===== config.mk =====
export PLATFORM = sky130hd
export DESIGN_NAME = dffram_host_bridge
export DESIGN_NICKNAME = d
export VERILOG_FILES = /design/src/rtl/dffram_host_bridge.sv
export SDC_FILE = /design/constraint.sdc
export NUM_CORES = 1
export LEC_CHECK = 0
export CORE_MARGIN = 3
export CORE_UTILIZATION = 64
export CTS_CLUSTER_DIAMETER = 60
export CTS_CLUSTER_SIZE = 40
export DETAILED_ROUTE_END_ITERATION = 10
export DONT_BUFFER_PORTS = 1
export PLACE_DENSITY = 0.78
export SLEW_MARGIN = 10
export SYNTH_ARGS = -nofsm -noshare
export SYNTH_HDL_FRONTEND = slang
export SYNTH_SLANG_ARGS = --single-unit

===== constraint.sdc =====
create_clock -name clk -period 3.8 [get_ports clk]
set_clock_uncertainty 0.05 [all_clocks]
set_input_delay 0.76 -clock clk [delete_from_list [all_inputs] [get_ports clk]]
set_output_delay 0.76 -clock clk [all_outputs]
set_load 0.01 [all_outputs]

===== src/rtl/dffram_host_bridge.sv =====
// dffram_host_bridge
//
// Host-side initiator for the byte-serial DFFRAM pin interface. It accepts one
// 32-bit word request at a time and turns it into byte-wide pin cycles. Read
// bytes are put back together into a 32-bit response.
//
// Ports:
//   clk, rst_n            clock; synchronous active-low reset
//   req_valid/req_ready   request handshake (req_ready is combinational)
//   req_write             1 = write, 0 = read
//   req_addr[4:0]         word address
//   req_wdata[31:0]       write data, byte k = bits [8k+7:8k]
//   req_wstrb[3:0]        byte write enables
//   rsp_valid/rsp_ready   response handshake (rsp_* registered)
//   rsp_write             response is a write ack
//   rsp_rdata[31:0]       read data, 0 for write acks
//   mem_ui[7:0]           to RAM ui_in: {WE, addr[4:0], byte[1:0]}
//   mem_uio[7:0]          to RAM uio_in: write byte
//   mem_uo[7:0]           from RAM uo_out: read byte
//
// state   | meaning
// --------+-------------------------------------------------------------
// S_IDLE  | req_ready high, waiting for a request
// S_WRITE | one WE pin cycle per enabled byte, ascending byte order
// S_READ  | byte addresses 0..3 on mem_ui, WE low
// S_DRAIN | mem_ui idle, waiting for the byte 3 capture
// S_RESP  | response held stable until rsp_ready

module dffram_host_bridge #(
    parameter int READ_LATENCY = 1   // legal range 1..3
) (
    input  logic        clk,
    input  logic        rst_n,
    input  logic        req_valid,
    output logic        req_ready,
    input  logic        req_write,
    input  logic [4:0]  req_addr,
    input  logic [31:0] req_wdata,
    input  logic [3:0]  req_wstrb,
    output logic        rsp_valid,
    input  logic        rsp_ready,
    output logic        rsp_write,
    output logic [31:0] rsp_rdata,
    output logic [7:0]  mem_ui,
    output logic [7:0]  mem_uio,
    input  logic [7:0]  mem_uo
);

    typedef enum logic [2:0] {
        S_IDLE  = 3'd0,
        S_WRITE = 3'd1,
        S_READ  = 3'd2,
        S_DRAIN = 3'd3,
        S_RESP  = 3'd4
    } state_t;

    state_t      state;
    logic [4:0]  addr_q;
    logic [31:0] wdata_q;
    logic [3:0]  wmask_q;      // enabled bytes not yet written
    logic [31:0] rdata_q;
    logic [31:0] rdata_nxt;

    // Tag pipeline: stage 0 holds the byte index driven in the previous cycle,
    // so the last stage lines up with the RAM's read latency.
    logic [READ_LATENCY-1:0] tag_vld;
    logic [1:0]              tag_k [READ_LATENCY];
    logic                    cap_fire;
    logic [1:0]              cap_k;

    logic       accept;
    logic [1:0] first_k;
    logic [1:0] next_k;

    function automatic logic [1:0] lowest_set(input logic [3:0] m);
        logic [1:0] k;
        k = 2'd3;
        for (int i = 3; i >= 0; i--) begin
            if (m[i]) k = 2'(i);
        end
        return k;
    endfunction

    function automatic logic [7:0] byte_of(input logic [31:0] w, input logic [1:0] k);
        return w[{k, 3'b000} +: 8];
    endfunction

    assign req_ready = rst_n && (state == S_IDLE);
    assign accept    = req_valid && req_ready;
    assign first_k   = lowest_set(req_wstrb);
    assign next_k    = lowest_set(wmask_q);
    assign cap_fire  = tag_vld[READ_LATENCY-1];
    assign cap_k     = tag_k[READ_LATENCY-1];

    always_comb begin
        rdata_nxt = rdata_q;
        if (cap_fire) rdata_nxt[{cap_k, 3'b000} +: 8] = mem_uo;
    end

    always_ff @(posedge clk) begin
        if (!rst_n) begin
            state     <= S_IDLE;
            addr_q    <= '0;
            wdata_q   <= '0;
            wmask_q   <= '0;
            rdata_q   <= '0;
            rsp_valid <= 1'b0;
            rsp_write <= 1'b0;
            rsp_rdata <= '0;
            mem_ui    <= '0;
            mem_uio   <= '0;
            tag_vld   <= '0;
            for (int j = 0; j < READ_LATENCY; j++) tag_k[j] <= '0;
        end else begin
            tag_vld[0] <= (state == S_READ);
            tag_k[0]   <= mem_ui[1:0];
            for (int j = 1; j < READ_LATENCY; j++) begin
                tag_vld[j] <= tag_vld[j-1];
                tag_k[j]   <= tag_k[j-1];
            end
            rdata_q <= rdata_nxt;

            case (state)
                S_IDLE: begin
                    if (accept) begin
                        addr_q  <= req_addr;
                        wdata_q <= req_wdata;
                        if (req_write) begin
                            if (req_wstrb == 4'b0000) begin
                                rsp_valid <= 1'b1;
                                rsp_write <= 1'b1;
                                rsp_rdata <= '0;
                                state     <= S_RESP;
                            end else begin
                                // First enabled byte goes out on the accept edge.
                                mem_ui  <= {1'b1, req_addr, first_k};
                                mem_uio <= byte_of(req_wdata, first_k);
                                wmask_q <= req_wstrb & ~(4'b0001 << first_k);
                                state   <= S_WRITE;
                            end
                        end else begin
                            mem_ui  <= {1'b0, req_addr, 2'd0};
                            mem_uio <= '0;
                            rdata_q <= '0;
                            state   <= S_READ;
                        end
                    end
                end
                S_WRITE: begin
                    if (wmask_q != 4'b0000) begin
                        mem_ui  <= {1'b1, addr_q, next_k};
                        mem_uio <= byte_of(wdata_q, next_k);
                        wmask_q <= wmask_q & ~(4'b0001 << next_k);
                    end else begin
                        mem_ui    <= '0;
                        mem_uio   <= '0;
                        rsp_valid <= 1'b1;
                        rsp_write <= 1'b1;
                        rsp_rdata <= '0;
                        state     <= S_RESP;
                    end
                end
                S_READ: begin
                    if (mem_ui[1:0] == 2'd3) begin
                        mem_ui <= '0;
                        state  <= S_DRAIN;
                    end else begin
                        mem_ui[1:0] <= mem_ui[1:0] + 2'd1;
                    end
                end
                S_DRAIN: begin
                    if (cap_fire && (cap_k == 2'd3)) begin
                        rsp_valid <= 1'b1;
                        rsp_write <= 1'b0;
                        rsp_rdata <= rdata_nxt;
                        state     <= S_RESP;
                    end
                end
                S_RESP: begin
                    if (rsp_ready) begin
                        rsp_valid <= 1'b0;
                        rsp_write <= 1'b0;
                        rsp_rdata <= '0;
                        state     <= S_IDLE;
                    end
                end
                default: state <= S_IDLE;
            endcase
        end
    end

endmodule


### After elaboration in Yosys (flattened, before gate mapping)

Memory sizes are Yosys's and may differ from the RTL's.
Cells that the tools add are included.

| storage, ports and cells | value |
|---|---|
| flip-flop bits (word level) | 127 |
| memory bits (writable) | 2 |
| input port bits | 54 |
| output and inout port bits | 51 |
| word-level logic and storage cells | 114 |
| memories kept | 1 |

Memory list:

| name | words | width | rd ports | clocked after memory_dff | wr ports | line | RTL |
|---|---|---|---|---|---|---|---|
| tag_k | 1 | 2 | 1 | 0 | 1 | 67 | `logic [1:0] tag_k [READ_LATENCY];` |

| operators by class | value |
|---|---|
| add/sub/neg operators | 2 |
| eq/ne operators | 16 |
| shift-type cells | 6 |
| mux-type cells | 56 |
| bitwise operators | 4 |
| reductions and logical operators | 17 |

Operators with widths:

| operator | number |
|---|---|
| 32-bit 2-to-1 mux | 10 |
| 32-bit one-hot mux with 4 select lines | 1 |
| 8-bit 2-to-1 mux | 8 |
| 32-bit by 6-bit variable part select with 8-bit output | 2 |
| 32-bit bitwise mux | 1 |
| 8-bit by 7-bit variable shift with 32-bit output, first input constant | 1 |
| 8-bit by 7-bit variable part select with 32-bit output | 1 |
| 8-bit one-hot mux with 3 select lines | 1 |
| 3-bit 2-to-1 mux | 7 |
| 4-bit 2-to-1 mux | 4 |
| 8-bit one-hot mux with 2 select lines | 1 |
| 3-bit one-hot mux with 5 select lines | 1 |
| 2-bit != test, second input constant | 7 |
| 1-bit 2-to-1 mux | 12 |
| 2-bit 2-to-1 mux | 6 |
| 5-bit AND reduction | 2 |
| 4-bit bitwise AND | 2 |
| 4-bit NOT | 2 |
| 1-bit one-hot mux with 4 select lines | 2 |
| 4-bit one-hot mux with 2 select lines | 1 |
| 4-bit nonzero test | 2 |
| 1-bit by 2-bit left shift with 4-bit output, first input constant | 2 |
| 5-bit negator with 7-bit output | 1 |
| 7-bit AND reduction | 1 |
| 17 further kinds | 23 |

### Longest topological paths before layout

Gate-level depths: netlist of the first run.

| logic depth | value |
|---|---|
| word-level depth | 10 |
| depth in mapped cells | 8 |
| mapped depth without buffers | 6 |

### Worst setup path before layout of the first run

No wires, ideal clock.

| path | value |
|---|---|
| kind | input to output |
| start | input port rst_n |
| end | output port req_ready |
| data arrival time | 1,783 ps |
| data required time | 2,990 ps |
| setup slack | 1,207 ps |
| cell stages on the path | 4 |
| path buffers | 3 |
| path through | clkbuf_1 -> clkbuf_1 -> clkbuf_1 -> and2_1 |

| on the way | value |
|---|---|
| word-level cells in the longest chain between the ends | 1 |

Ends and longest elaborated chain:

| what | line | RTL |
|---|---|---|
| start: declaration | 33 | `input logic rst_n,` |
| 1-bit logical AND | 88 | `assign req_ready = rst_n && (state == S_IDLE);` |
| end: declaration | 35 | `output logic req_ready,` |

Every way passes these cells.

### Worst setup path in the final report of the first run

| path | value |
|---|---|
| start | register state[1] |
| end | register rsp_rdata[15] |

| on the way | value |
|---|---|
| word-level cells in the longest chain between the ends | 5 |
| elaborated cells on any way between the ends | 15 |
| classes of those cells | 9 x eq/ne; 1 x mux; 5 x reduce/logical |

Ends and longest elaborated chain:

| what | line | RTL |
|---|---|---|
| start: declaration | 57 | `state_t state;` |
| start signal: assignment | 102 | `state <= S_IDLE;` |
| start signal: assignment | 133 | `state <= S_RESP;` |
| start signal: assignment | 139 | `state <= S_WRITE;` |
| 3-bit logical NOT | 88, 123 |  |
| 1-bit logical AND | 88 |  |
| 1-bit logical AND | 89 | `assign accept = req_valid && req_ready;` |
| 2-bit != test (no line) | - |  |
| 7-bit AND reduction (no line) | - |  |
| end signal: assignment | 175 | `rsp_rdata <= rdata_nxt;` |
| end: declaration | 43 | `output logic [31:0] rsp_rdata,` |

Several ways; a longest one is shown, not always the timed one.
A chain may end at the register's enable or synchronous reset.

==> results of run 1 <==
metal layers:
metal,vias to the layer above,track usage [%]
met5,-,0
met1,2475,34.29
met2,279,46.59
li1,2493,-
met3,59,8.628
met4,0,14.72
worst register-to-register path, stage by stage (launching register included):
cell and delay (ns):
dfxtp_1 0.88, nor3_1 0.18, a221oi_2 0.42, a311o_2 0.84, mux2i_1 0.32
flip-flops by register name, indices dropped and copies added (netlist names):
signal,flops
rdata_q,32
rsp_valid,1
cap_fire,1
wdata_q,32
state,3
rsp_rdata,32
tag_k,2
mem_ui,8
wmask_q,4
rsp_write,1
mem_uio,8
addr_q,5
layout make-up:
cell class              instances  area, um^2  area share (%)
multi-input cells             505        3221           48.09
flip-flops and latches        129        2582           38.57
clock buffers                  20       435.4           6.502
clock inverters                12       157.7           2.354
inverters                      25       93.84           1.401
well taps                     129       161.4           2.410
repair buffers                  6       45.04          0.6726
logic make-up after synthesis:
| group | after synthesis |
|---|---|
| adder cells (fa/ha/maj) | 6 |
| AND/OR/NAND/NOR | 278 |
| buffers and inverters | 82 |
| AO/OA/AOI/OAI | 171 |
| flip-flops | 129 |
| multiplexers | 50 |
stage by stage:
step / worst slack [ns] / cell area [um^2] / hold slack [ns]
finish: 1.038 / 6696 / 0.2983
global route: 0.7445 / 6696 / 0.2825
CTS: 1.018 / 6696 / 0.2829
detailed placement: 1.042 / 6103 / 0.3991
global placement: 1.195 / 6103 / 0.3942
floorplan: 1.207 / 6188 / 0.3814
where the power goes:
group | leakage (nW) | total (mW) | switching [mW] | internal, mW
Sequential | 1.05 | 1.55 | 0.103 | 1.45
Combinational | 1.16 | 0.455 | 0.274 | 0.181
Clock | 0.281 | 1.62 | 0.600 | 1.02
Total | 2.50 | 3.62 | 0.978 | 2.65
worst min path at each step:
stage | to | cells past startpoint | slack [ns] | from
6_report | wdata_q[28]$_SDFFE_PN0P_ | 2 | 0.30 | req_wdata[28]
5_1_grt | wdata_q[28]$_SDFFE_PN0P_ | 2 | 0.28 | req_wdata[28]
4_1_cts | wdata_q[28]$_SDFFE_PN0P_ | 2 | 0.28 | req_wdata[28]
3_5_place_dp | wdata_q[31]$_SDFFE_PN0P_ | 2 | 0.40 | wdata_q[31]$_SDFFE_PN0P_
3_3_place_gp | wdata_q[19]$_SDFFE_PN0P_ | 2 | 0.39 | wdata_q[19]$_SDFFE_PN0P_
2_1_floorplan | wdata_q[5]$_SDFFE_PN0P_ | 2 | 0.38 | wdata_q[5]$_SDFFE_PN0P_
cell usage in the layout (no fill, tap or decap), types with 8 or more instances in the layout:
cell | synthesis | final
nand2_1 | 147 | 147
dfxtp_1 | 129 | 129
mux2i_1 | 48 | 48
o21ai_0 | 42 | 42
inv_1 | 22 | 22
o31ai_1 | 22 | 22
nand2b_1 | 20 | 20
nor2b_1 | 18 | 18
nor2_1 | 18 | 18
nor3_1 | 17 | 17
a211oi_1 | 16 | 16
clkbuf_16 | 0 | 16
nand3_1 | 15 | 15
and2_1 | 12 | 12
a32o_1 | 11 | 11
a21oi_1 | 10 | 10
a22oi_1 | 9 | 9
a21o_1 | 9 | 9
a32oi_1 | 8 | 8
and3_1 | 9 | 8
a311oi_2 | 8 | 8
==> results.toml, run 1 <==
[critical_path]
crit_family = "compound AO/OA/AOI/OAI gates"
r2r_end = "rsp_rdata[15]$_SDFFE_PN0P_"
startpoint = "state[1]$_SDFFE_PN0P_"
endpoint = "rsp_rdata[15]$_SDFFE_PN0P_"
reg2regPathDepth = 4
slowest_stage = "dfxtp_1"
critPathLaunchType = "register"
cp_slowest_stage_delay_ns = 0.88
r2r-start = "state[1]$_SDFFE_PN0P_"
worst_ep_arrival_time_ns = 3.15
reg2reg_setup_slack_ns = 1.04
path_depth = 4
cp.buffers_inverters = 0
crit_fanout = 34
crit_type = "register to register"
crit_path_cell_trace = "nor3_1 -> a221oi_2 -> a311o_2 -> mux2i_1"
endpoint_kind = "register"
cp.required_ns = 4.19

[route]
vias = 5306
drc_errors = 0
drt-met1-wl_um = 6059
vias_per_cell = 6.424
drtPass1Iterations = 7
highest-signal-layer = "met4"
wl_um = 15600
wl_met3_um = 1470
drt_iter0_drc = 433
detail-route-antenna-nets = 0
met2_length_um = 7476
routedWlPerCell_um = 18.89

[logic_synthesis]
ys_ff_latch = 129
synth_cell_type_count = 64
synth.top_cell.area_share_pct = 41.73
synthCells = 716
seq_area_frac_synth_pct = 41.73
yosysMostFrequentCell = "nand2_1"
synthSimpleGateAreaFrac_pct = 21.53
synth_top_cells_by_count = "nand2_1 (147), dfxtp_1 (129), mux2i_1 (48)"
synth_top_family_by_area = "simple AND/OR/NAND/NOR gates"
syn-num-nets = 776
synth-xor-area-share_pct = 0
synth_compound_area_share_pct = 21.13
synth_edf_count = 0
synth_area_um2 = 6188
synth_area_leader_cell = "dfxtp_1"
async_reset_ff_share_pct = 0
syn_area_per_cell_um2 = 8.643
yosysWarningCount = 0
yosys-mux-area-fraction_pct = 8.128
synthAdderAreaFrac_pct = 1.213
ys.flop_type = "dfxtp_1"
synth.top_cells.by_area = "dfxtp_1 (42%), nand2_1 (8.9%), mux2i_1 (7.8%)"

[clocking]
post-cts-setup-buffer-count = 0
holdBufCountCts = 0
cts.sinks = 129
htreeDepth = 4
post_cts_resized = 0
clkTransAtPathRegs_ns = 0.06
clk_latency_ns = 0.52
clockRootBuffer = "clkbuf_8"
cts_tree = "yes"
clk_path_buf_depth = 2
cts-buffers-inserted = 17

[status]
status = "complete, no violations"

[timing]
max_slew_margin_pct = 33.04
finalSetupViolCount = 0
worst_pin_slew_ns = 1.004
period_needed_ns = 2.762
fin_crit_sh_pct = 72.70
rsz0062_at_grt = "false"
hold_viol_final = 0
fmax_ghz = 0.3620
slew_violations = 0
fin_setup_tns_ns = 0

[die]
core_area_um2 = 9328
chipWidth_um = 104.3
pin_count = 105
core.rowCount = 35
dieHeight_um = 104.3
die_area_um2 = 10890
start_util_pct = 66.34

[power]
finalPower_mw = 3.623
vdd_drop_max_uv = 339.0
p_leak_nw = 2.495
p_per_area_nw_per_um2 = 541.1

[layout]
drive_gt1_share_pct = 8.608
fin_cells = 826
num_antenna_cells = 0
nNetsFinal = 744
fin_util_pct = 71.79
areaGrowthSynthToFinish_pct = 8.209
fillers = 710

[grt]
gr-total-overflow = 0
antenna_found_initial = 0
grt_usage_pct = 28.69
grt_max_degree = 87
grt_pass1_vias = 5145
grt_pass1_wl_um = 25540

[placed_design]
numPlacedInstances = 794
place_congestion = 0.9042
dp_hpwl_um = 10660
io_buffers = 0

[flow_run]
maxCapViolCount = 0

[worst_hold_path]
hp-class = "primary input to register"
(Power assumes the default switching activity.)
==> inputs of run 2 (changes only) <==
--- a/config.mk
+++ b/config.mk
@@ -6,12 +6,12 @@
 export NUM_CORES = 1
 export LEC_CHECK = 0
 export CORE_MARGIN = 3
-export CORE_UTILIZATION = 64
+export CORE_UTILIZATION = 57
 export CTS_CLUSTER_DIAMETER = 60
 export CTS_CLUSTER_SIZE = 40
 export DETAILED_ROUTE_END_ITERATION = 10
 export DONT_BUFFER_PORTS = 1
-export PLACE_DENSITY = 0.78
+export PLACE_DENSITY = 0.73
 export SLEW_MARGIN = 10
 export SYNTH_ARGS = -nofsm -noshare
 export SYNTH_HDL_FRONTEND = slang
==> constraint.sdc (replaced) <==
create_clock -name clk -period 2.49 [get_ports clk]
set_clock_uncertainty 0.05 [all_clocks]
set_input_delay 0.498 -clock clk [delete_from_list [all_inputs] [get_ports clk]]
set_output_delay 0.498 -clock clk [all_outputs]
set_load 0.01 [all_outputs]
==> run 2 against run 1 <==
  * Worst setup slack got worse by 0.94 ns
  * Final area rose by 1.7%
  * Cell count rose by 2.2%
  * Combinational power rose by 63%
  * Largest power group unchanged
  * Power rose by 53%
  * Flip-flop and latch count did not move
  * Die area rose by 12%
  * Clock-buffer cell count fell by 1
  * Sequential share of layout area fell by 0.65 points
  * Sequential power rose by 51%
==> results.toml, run 2 (synthesized netlist as in run 1, its figures left out) <==
[status]
status = "complete, no violations"

[layout]
drive_gt1_share_pct = 10.31
stdcell_area_um2 = 6812
final_common_cell = "nand2_1"
areaGrowthSynthToFinish_pct = 10.07
nNetsFinal = 755
reg_top3 = "rdata_q x32, rsp_rdata x32, wdata_q x32"
fin_cells = 844
final_cell_mix = "nand2_1 (147), dfxtp_1 (129), mux2i_1 (48)"
num_antenna_cells = 0

[die]
start_util_pct = 59.15
dieHeight_um = 110.2
pin_count = 105
core.rowCount = 37
chipWidth_um = 110.2
core_area_um2 = 10460
die_area_um2 = 12140

[route]
drt_iter0_drc = 357
drtPass1Iterations = 6
routedWlPerCell_um = 17.98
drc_errors = 0
detail-route-antenna-nets = 0
vias = 5148
wl_um = 15170
vias_per_cell = 6.100

[placed_design]
place_congestion = 0.8849
io_buffers = 0
numPlacedInstances = 812
dp_hpwl_um = 10540
dpl_cell_area_um2 = 6220

[grt]
gr-total-overflow = 0
grt_pass1_vias = 4879
grt_usage_pct = 25.18
grt_pass1_wl_um = 24070
antenna_found_initial = 0
grt_max_degree = 87

[clocking]
holdBufCountCts = 0
post_cts_resized = 0
cts_tree = "yes"
clockRootBuffer = "clkbuf_8"
clk_latency_ns = 0.52
post-cts-setup-buffer-count = 0
htreeDepth = 4
clkTransAtPathRegs_ns = 0.07
cts.sinks = 129
cts-buffers-inserted = 17
clk_path_buf_depth = 2

[timing]
fin_setup_tns_ns = 0
fmax_ghz = 0.4180
holdWs_ns = 0.03467
worst_pin_slew_ns = 0.9336
hold_viol_final = 0
period_needed_ns = 2.393
slew_violations = 0
rsz0062_at_grt = "false"
fin_crit_sh_pct = 96.09
finalSetupViolCount = 0
max_slew_margin_pct = 37.64

[power]
p_per_area_nw_per_um2 = 815.9
finalPower_mw = 5.558
switchingPower_mw = 1.550
p_leak_nw = 2.559
p_sw_share_pct = 27.89
p_int_mw = 4.008
vdd_drop_max_uv = 416.0
p_clk_share_pct = 44.5
seqPwrFrac_pct = 42.2
p_comb_share_pct = 13.4

[worst_hold_path]
hp-class = "primary input to register"

[flow_run]
maxCapViolCount = 0

[critical_path]
crit_type = "register to primary output"
cp.required_ns = 1.94
crit_fanout = 12
worst_ep_arrival_time_ns = 1.84
endpoint_kind = "primary output"
critPathLaunchType = "register"
[run 2: cell count changes in the layout (fill, tap and decap cells not counted), sizes merged]
cell | before | now
inv | 24 | 28
clkinv | 7 | 4
bufinv | 3 | 2
clkbuf | 20 | 19
buf | 6 | 17
clkinvlp | 3 | 4
[run 2: critical path, cell delays in order (launching register included)]
cell and delay, ns:
dfxtp_1 0.45, buf_4 0.24, nor3_1 0.39, and2_1 0.25
[run 2: per-layer routing]
layer  track usage [%]  vias up  share of wire, %
met1             30.22     2370                40
met3             8.212       29               9.6
li1                  -     2514                 -
met4             10.03        0               2.0
met2             41.72      235                49
met5                 0        -                 0
[run 2: path summary, 6_finish.rpt]
kind / startpoint / endpoint / slack, ns / cells past startpoint
hold reg to reg: wdata_q[21]$_SDFFE_PN0P_ / wdata_q[21]$_SDFFE_PN0P_ / 0.41 / 2
setup / recovery: state[2]$_SDFFE_PN0P_ / req_ready / 0.1 / 3
setup reg to reg: state[2]$_SDFFE_PN0P_ / wmask_q[3]$_SDFFE_PN0P_ / 0.25 / 6
hold / removal: req_wdata[19] / wdata_q[19]$_SDFFE_PN0P_ / 0.03 / 2
[run 2: cell type report]
class / count / area (um^2)
multi-input cells: 505 / 3221
fillers: 879 / 3651
inverters: 25 / 93.84
clock inverters: 13 / 150.1
flip-flops and latches: 129 / 2582
repair buffers: 17 / 152.6
clock buffers: 19 / 441.7
well taps: 136 / 170.2
[run 2: through the flow]
stage	utilization, %	worst slack, ns
final	65.10	0.09746
after global placement	59.45	0.3075
after global routing	65.10	0.01181
after floorplan	-	0.4208
after detailed placement	59.45	0.2164
after CTS	65.10	0.08498
[run 2: power by group through the flow]
stage               sequential, mW  clock (mW)  combinational, mW
floorplan                     2.33           0              0.666
global placement              2.38           0              0.717
detailed placement            2.39           0              0.736
CTS                           2.34        2.49              0.742
global route                  2.36        2.59              0.818
finish                        2.34        2.47              0.742
==> inputs of run 3 (changes only) <==
--- a/config.mk
+++ b/config.mk
@@ -5,6 +5,7 @@
 export SDC_FILE = /design/constraint.sdc
 export NUM_CORES = 1
 export LEC_CHECK = 0
+export ABC_CLOCK_PERIOD_IN_PS = 2490
 export CORE_MARGIN = 3
 export CORE_UTILIZATION = 57
 export CTS_CLUSTER_DIAMETER = 60
==> results of run 3 <==
The final DEF is identical to that of run 2; final timing and power are the same.
